===== config.mk =====
export PLATFORM = sky130hd
export DESIGN_NAME = reg_pipe_elastic_flat
export DESIGN_NICKNAME = d
export VERILOG_FILES = /design/src/rtl/reg_pipe_elastic_if.sv /design/src/rtl/reg_pipe_elastic.sv /design/src/flat_wrapper.sv
export SDC_FILE = /design/constraint.sdc
export NUM_CORES = 1
export LEC_CHECK = 0
export ABC_AREA = 1
export BUFFER_PORTS_ARGS = -buffer_cell sky130_fd_sc_hd__buf_2
export CORE_MARGIN = 2
export CORE_UTILIZATION = 43
export DETAILED_ROUTE_END_ITERATION = 12
export MAX_ROUTING_LAYER = met4
export PLACE_DENSITY = 0.78
export SLEW_MARGIN = 20
export SYNTH_ARGS = -nofsm -noshare
export SYNTH_HDL_FRONTEND = slang
export SYNTH_SLANG_ARGS = --single-unit
export TNS_END_PERCENT = 10

===== constraint.sdc =====
create_clock -name CLK -period 1.4 [get_ports CLK]
set_input_delay 0.28 -clock CLK [delete_from_list [all_inputs] [get_ports CLK]]
set_output_delay 0.28 -clock CLK [all_outputs]
set_load 0.005 [all_outputs]

===== src/rtl/reg_pipe_elastic_if.sv =====
// Handshake bundle for reg_pipe_elastic: producer side (I*), consumer side (O*) and occupancy.
// A word moves across either boundary only in a cycle where its valid and ready are both 1.
interface reg_pipe_elastic_if #(
  parameter int WIDTH = 4,
  parameter int DEPTH = 2
);
  localparam int CW = $clog2(DEPTH + 1);

  logic [WIDTH-1:0] I;
  logic             I_valid;
  logic             I_ready;
  logic [WIDTH-1:0] O;
  logic             O_valid;
  logic             O_ready;
  logic [CW-1:0]    COUNT;

  modport slave (
    input  I, I_valid, O_ready,
    output I_ready, O, O_valid, COUNT
  );

  modport master (
    output I, I_valid, O_ready,
    input  I_ready, O, O_valid, COUNT
  );
endinterface


===== src/rtl/reg_pipe_elastic.sv =====
// DEPTH-stage elastic register pipeline with per-stage valid/ready, clock enable,
// synchronous reset to INIT, selectable active clock edge and a registered occupancy count.
module reg_pipe_elastic #(
  parameter int             WIDTH       = 4,
  parameter int             DEPTH       = 2,
  parameter logic [WIDTH-1:0] INIT      = '0,
  parameter bit             CLK_POSEDGE = 1'b1
) (
  input  logic               CLK,
  input  logic               RESET,
  input  logic               CE,
  reg_pipe_elastic_if.slave  bus
);
  localparam int CW = $clog2(DEPTH + 1);

  logic [WIDTH-1:0] r_data [DEPTH];
  logic [DEPTH-1:0] r_valid;
  logic [CW-1:0]    r_count;

  logic             w_clk;
  logic [DEPTH-1:0] w_ready;
  logic             w_in_xfer;
  logic             w_out_xfer;

  assign w_clk = CLK_POSEDGE ? CLK : ~CLK;

  // A stage can load when it or any stage downstream of it has a hole, or the consumer drains.
  always_comb begin
    logic all_v;
    all_v   = 1'b1;
    w_ready = '0;
    for (int k = DEPTH - 1; k >= 0; k--) begin
      all_v      = all_v & r_valid[k];
      w_ready[k] = ~all_v | bus.O_ready;
    end
  end

  assign bus.I_ready = CE & w_ready[0];
  assign bus.O_valid = CE & r_valid[DEPTH-1];
  assign bus.O       = (|r_valid) ? r_data[DEPTH-1] : INIT;
  assign bus.COUNT   = r_count;

  assign w_in_xfer  = bus.I_valid & bus.I_ready;
  assign w_out_xfer = bus.O_valid & bus.O_ready;

  always_ff @(posedge w_clk) begin
    if (RESET) begin
      r_valid <= '0;
      r_count <= '0;
      for (int k = 0; k < DEPTH; k++) r_data[k] <= INIT;
    end else if (CE) begin
      if (w_ready[0]) begin
        r_valid[0] <= bus.I_valid;
        if (bus.I_valid) r_data[0] <= bus.I;
      end
      // Bubbles advance like words but never overwrite data, keeping O stable while invalid.
      for (int k = 1; k < DEPTH; k++) begin
        if (w_ready[k]) begin
          r_valid[k] <= r_valid[k-1];
          if (r_valid[k-1]) r_data[k] <= r_data[k-1];
        end
      end
      if (w_in_xfer && !w_out_xfer) r_count <= r_count + 1'b1;
      else if (!w_in_xfer && w_out_xfer) r_count <= r_count - 1'b1;
    end
  end
endmodule

===== src/flat_wrapper.sv =====
// flat-port wrapper written by rule: the top's interface ports become plain ports
module reg_pipe_elastic_flat 
#(
  parameter int             WIDTH       = 4,
  parameter int             DEPTH       = 2,
  parameter logic [WIDTH-1:0] INIT      = '0,
  parameter bit             CLK_POSEDGE = 1'b1
)
  (CLK, RESET, CE, bus_I, bus_I_valid, bus_O_ready, bus_I_ready, bus_O, bus_O_valid, bus_COUNT);
  reg_pipe_elastic_if #(.WIDTH(WIDTH), .DEPTH(DEPTH)) bus_i ();
  input  logic CLK;
  input  logic RESET;
  input  logic CE;
  input wire logic [$bits(bus_i.I)-1:0] bus_I;
  input wire logic [$bits(bus_i.I_valid)-1:0] bus_I_valid;
  input wire logic [$bits(bus_i.O_ready)-1:0] bus_O_ready;
  output wire logic [$bits(bus_i.I_ready)-1:0] bus_I_ready;
  output wire logic [$bits(bus_i.O)-1:0] bus_O;
  output wire logic [$bits(bus_i.O_valid)-1:0] bus_O_valid;
  output wire logic [$bits(bus_i.COUNT)-1:0] bus_COUNT;
  assign bus_i.I = bus_I;
  assign bus_i.I_valid = bus_I_valid;
  assign bus_i.O_ready = bus_O_ready;
  assign bus_I_ready = bus_i.I_ready;
  assign bus_O = bus_i.O;
  assign bus_O_valid = bus_i.O_valid;
  assign bus_COUNT = bus_i.COUNT;
  reg_pipe_elastic #(.WIDTH(WIDTH), .DEPTH(DEPTH), .INIT(INIT), .CLK_POSEDGE(CLK_POSEDGE)) u_core (.CLK(CLK), .RESET(RESET), .CE(CE), .bus(bus_i));
endmodule

==> Word-level counts from Yosys, hierarchy flattened <==
Memories as Yosys holds them, arrays and structs flattened.
Index checks and enable logic that the tools add are counted.
{ "word_totals": {"regBits": 4, "ramBits": 8, "inputBits": 9, "output_inout_bits": 8, "elab_cells": 43, "memories": 1} }
{ "mem_list": {"columns": ["name", "words", "word_bits", "rd", "rd_clocked_by_memory_dff", "write_ports", "line_no", "rtl"], "rows": [
  ["u_core.r_data", 2, 4, 2, 0, 2, "reg_pipe_elastic.sv:16", "logic [WIDTH-1:0] r_data [DEPTH];"]
]} }
{ "classes": {"n_addsub": 2, "muxes": 17, "bitwise": 11, "reduce_logical": 9} }
{ "ops": {"columns": ["op", "count"], "rows": [
  ["two-way mux 1 bit", 12],
  ["two-way mux 4 bit", 3],
  ["AND reduction 2 bit", 3],
  ["bitwise AND 1 bit", 5],
  ["two-way mux 2 bit", 2],
  ["bitwise OR 1 bit", 4],
  ["adder 2 x 1 -> 2 bit, second input constant", 1],
  ["logical AND 1 bit", 2],
  ["zero test 1 bit", 2],
  ["NOT 1 bit", 2],
  ["nonzero test 2 bit", 1],
  ["OR reduction 2 bit", 1],
  ["subtractor 2 x 1 -> 2 bit, second input constant", 1]
]} }

==> Logic depth before layout (Yosys ltp) <==
{ "depth": {"word_depth": 9, "mapped_depth": 11, "ltp_nobuf": 11} }

==> Least setup slack after synthesis <==
Ideal clock, no wire load.
{ "synth_timing": {"path_kind": "register to register", "startpoint": "register u_core.r_valid[0]", "endpoint": "register u_core.r_count[1] (netlist: u_core.bus.COUNT[1])", "setup_time_ns": 0.113, "arrival_time_ns": 1.254, "required_ns": 1.287, "setup_slack_ns": 0.033, "stages_incl_launch_ff": 9, "n_path_buf": 0, "period_less_slack_ns": 1.367, "cell_sequence": "dfxtp_1 -> nand3_1 -> nand3_1 -> inv_1 -> ha_1 -> nor2_2 -> nand3_1 -> nor2_1 -> nor2_1"} }
{ "synth_between": {"elab_chain_len": 9, "word_cells_on_any_way": 11, "cone_classes": "mux: 1; bitwise: 5; reduce/logical: 5"} }
{ "synth_lines": {"columns": ["element", "line_no", "rtl"], "rows": [
  ["from (decl)", "reg_pipe_elastic.sv:17", "logic [DEPTH-1:0] r_valid;"],
  ["from (signal assigned)", "reg_pipe_elastic.sv:53", "r_valid[0] <= bus.I_valid;"],
  ["from (signal, indexed assignment)", "reg_pipe_elastic.sv:59", "r_valid[k] <= r_valid[k-1];"],
  ["bitwise AND 1 bit *", "reg_pipe_elastic.sv:33", "all_v = all_v & r_valid[k];"],
  ["NOT 1 bit *", "reg_pipe_elastic.sv:34", "w_ready[k] = ~all_v | bus.O_ready;"],
  ["bitwise OR 1 bit *", "reg_pipe_elastic.sv:34", null],
  ["bitwise AND 1 bit *", "reg_pipe_elastic.sv:38", "assign bus.I_ready = CE & w_ready[0];"],
  ["bitwise AND 1 bit *", "reg_pipe_elastic.sv:43", "assign w_in_xfer = bus.I_valid & bus.I_ready;"],
  ["zero test 1 bit", "reg_pipe_elastic.sv:64", "else if (!w_in_xfer && w_out_xfer) r_count <= r_count - 1'b1;"],
  ["logical AND 1 bit", "reg_pipe_elastic.sv:64", null],
  ["nonzero test 2 bit (no source line)", null, null],
  ["AND reduction 2 bit (no source line)", null, null],
  ["to (signal assigned)", "reg_pipe_elastic.sv:63", "if (w_in_xfer && !w_out_xfer) r_count <= r_count + 1'b1;"],
  ["to (signal assigned)", "reg_pipe_elastic.sv:64", null],
  ["to (decl)", "reg_pipe_elastic.sv:18", "logic [CW-1:0] r_count;"]
]} }
Every way passes the cells marked *; elsewhere a longest branch is shown, timed or not.
A chain may end at the register's enable or synchronous reset.

==> Worst setup path after layout <==
{ "layout_timing": {"startpoint": "register u_core.r_valid[1]", "endpoint": "output bus_I_ready"} }
{ "layout_between": {"elab_chain_len": 4} }
{ "layout_lines": {"columns": ["element", "line_no", "rtl"], "rows": [
  ["bitwise AND 1 bit", "reg_pipe_elastic.sv:33", null],
  ["NOT 1 bit", "reg_pipe_elastic.sv:34", null],
  ["bitwise OR 1 bit", "reg_pipe_elastic.sv:34", null],
  ["bitwise AND 1 bit", "reg_pipe_elastic.sv:38", null],
  ["to (decl)", "flat_wrapper.sv:17", "output wire logic [$bits(bus_i.I_ready)-1:0] bus_I_ready;"]
]} }
No other way between the ends.

==> qor.txt <==
Layout cells sized above 1 -> 31.3%
Endpoint of the most critical setup path -> bus_I_ready
Kind of start point of the critical path -> register
Arrival time of the worst setup path -> 1.08 ns
Max-slew violation count -> 0
Type of the worst setup path -> reg2out
Cell area after placement -> 708 um^2
Antenna diode count -> 0
Number of cells traversed by the worst register-to-register path -> 8
Number of routed nets with antenna violations -> 0
Placed cell count -> 107
Final worst-path setup slack -> 0.0402 ns
First-pass GRT wire length -> 1.60 mm
R2r setup slk -> 0.13 ns
Leading cell type in the layout, fill and taps excluded -> sky130_fd_sc_hd__inv_1
Clock buffers created by TritonCTS -> 3
H-tree lvl count -> 1
Number of antenna violations at the first check in global routing -> 0
Count of endpoints failing setup in the final report -> 0
Count of placed standard cells in the final layout, fillers left out -> 111
Top routing layer in use -> met4
Vias -> 518
Via density per instance -> 4.67
Hold slack -> 0.218 ns
Detailed Routing Iterations Pass 1 -> 4
Destination of the worst register-to-register timing path -> u_core.bus.COUNT[1]
Maximum clock skew at final layout -> 0.000774 ns
Setup TNS -> 0 ns
Maximum capacitance violations -> 0
Cell leakage power -> 0.386 nW
Die Wd -> 40.9 um
Worst voltage drop across the vdd grid -> 0.590 mV
Pin count of the biggest net entering global routing -> 9
Max-slew headroom -> 78.1%
Critical path origin -> u_core.r_valid[1]
Routed wire length -> 1.02 mm
Number of global-route vias before repair -> 421
Mapped Cells -> 73
PD cells -> 925 mW/mm^2
Number of buffers between clock root and the deepest sink -> 2
Number of placement rows -> 13
Most used cells in the layout excluding fill and tap cells -> sky130_fd_sc_hd__inv_1 (21), sky130_fd_sc_hd__buf_2 (16), sky130_fd_sc_hd__nand2_1 (11), sky130_fd_sc_hd__a21oi_1 (11), sky130_fd_sc_hd__edfxtp_1 (8)
Kind of capture point of the worst setup path -> output pin
Number of nets in the final layout -> 107
Count of warnings emitted by yosys -> 0
Amount of wire on met2 after detailed routing -> 486 um
Remaining global-route overflow -> 0
Number of remaining DRC errors -> 0
Area overhead of the layout relative to synthesis -> 33.0%
Pre-CTS worst setup slack -> -0.0782 ns
Root cell of the clock tree -> sky130_fd_sc_hd__clkbuf_4
Final Total Pwr -> 722 uW
DR WL met3 -> 31 um
Detailed placer's ending HPWL -> 767 um
Startpoint of the worst register-to-register path -> u_core.r_valid[1]
Drt initial violations -> 5
Avg Inst Size Synth -> 8.04 um^2
Fmax -> 0.735 GHz
Slowest library cell on the worst path -> sky130_fd_sc_hd__dfxtp_4
Yosys cell types -> 11
CTS clock-pin slew for the worst setup and hold paths -> 0.08 ns
Gpl congestion -> 0.841
Number of failing hold endpoints at the final stage -> 0
Routed wire length per instance -> 9.19 um
Final Core Density -> 60.8%
Number of synthesized register bits -> 12
Final instance area -> 781 um^2
Area of the die -> 0.00168 mm^2
Met1 WL -> 483 um
Overall track demand over capacity in global routing -> 15.2%
Placeable Area -> 0.00128 mm^2
Initial Utilization -> 45.7%
Ports -> 17
WP data required -> 1.12 ns
Synthesized Nets -> 83
Crit path max fanout -> 5
Period Utilization, post-route -> 97.1%
Fill cell count -> 127
Source-to-sink clock delay at the later pin of the worst-skew pair -> 0.26 ns
Synthesized area -> 587 um^2
Pin slew with the least headroom to its limit -> 0.328 ns
Setup repair after global routing missed its margin -> yes
Time the final worst path needs with I/O delays and setup -> 1.36 ns
Die Ht -> 40.9 um
Status -> complete, no violations
Number of port buffers -> 16
CTS tree -> built
Seq/Total Area, Yosys -> 54.6%
Sink count of the clock tree -> 12
Min-delay worst type -> in2reg
Critical Path, Cell by Cell -> nand3_2 -> buf_4 -> nand2_2 -> inv_1 -> buf_2
Maximum cell stage delay along the critical path -> 0.39 ns
-- critical path, delay by kind of cell (launching register included) --
| kind | cells | cell delay (ns) |
|---|---|---|
| and+or+nand+nor | 2 | 0.14 |
| DFF | 1 | 0.39 |
| buffers and inverters | 3 | 0.28 |
-- registers in the layout (all words and copies together), names as in the netlist --
register / flops
u_core.r_data: 8
u_core.r_valid: 2
u_core.bus.COUNT: 2
-- Yosys cell counts --
| library cell | number | area, um^2 |
|---|---|---|
| sky130_fd_sc_hd__nand4_1 | 2 | 12.5 |
| sky130_fd_sc_hd__nor2_2 | 1 | 6.26 |
| sky130_fd_sc_hd__nand2_1 | 12 | 45.0 |
| sky130_fd_sc_hd__edfxtp_1 | 8 | 240 |
| sky130_fd_sc_hd__ha_1 | 1 | 12.5 |
| sky130_fd_sc_hd__dfxtp_1 | 4 | 80.1 |
| sky130_fd_sc_hd__nand3_1 | 4 | 20.0 |
| sky130_fd_sc_hd__o21ai_0 | 2 | 10.0 |
| sky130_fd_sc_hd__a21oi_1 | 11 | 55.1 |
| sky130_fd_sc_hd__inv_1 | 21 | 78.8 |
| sky130_fd_sc_hd__nor2_1 | 7 | 26.3 |
-- worst min-delay path by stage --
stage	start	end	slack [ns]	cells after the start
after floorplan	RESET	u_core.bus.COUNT[0]	0.35	1
after global placement	RESET	u_core.r_valid[1]	0.50	2
after detailed placement	RESET	u_core.r_valid[0]	0.50	2
after CTS	RESET	u_core.r_valid[1]	0.21	2
after global routing	RESET	u_core.r_valid[1]	0.21	2
final	RESET	u_core.r_valid[1]	0.22	2
-- metal layers --
metal / GRT usage (%) / vias up
met1: 17.6 / 226
met5: - / -
li1: - / 278
met2: 24.6 / 12
met4: 10.0 / 0
met3: 1.63 / 2
-- what timing repair did --
action                                  in CTS  in global routing
gates cloned                                 0                  0
endpoints found under the setup margin       6                  7
hold buffers                                 0                  0
setup buffers                                0                  0
pin swaps                                    0                  1
gates resized for setup                      2                  8
-- report_power, final --
part           internal, mW  leakage (nW)  total, mW  switching (mW)
logic                0.0402         0.254     0.0945          0.0543
clock network         0.110        0.0150      0.221           0.111
registers             0.398         0.118      0.407         0.00861
total                 0.549         0.386      0.722           0.174
-- logic make-up (layout without fill, tap and decap cells) --
group           count (synthesis)  after routing  synth area share (%)
compound gates                 13             13                  11.1
fa+ha+maj                       1              1                  2.13
buf+inv                        21             44                  13.4
flops                          12             12                  54.6
simple gates                   26             26                  18.8
-- area by class of cell --
cell class	count	area (um^2)	area share, %
flip-flops and latches	12	324	41.5
multi-input cells	40	230	29.5
repair buffers	19	103	13.1
inverters	21	78.8	10.1
clock buffers	4	26.3	3.37
well taps	15	18.8	2.40
Power figures use the tool's default switching activity.
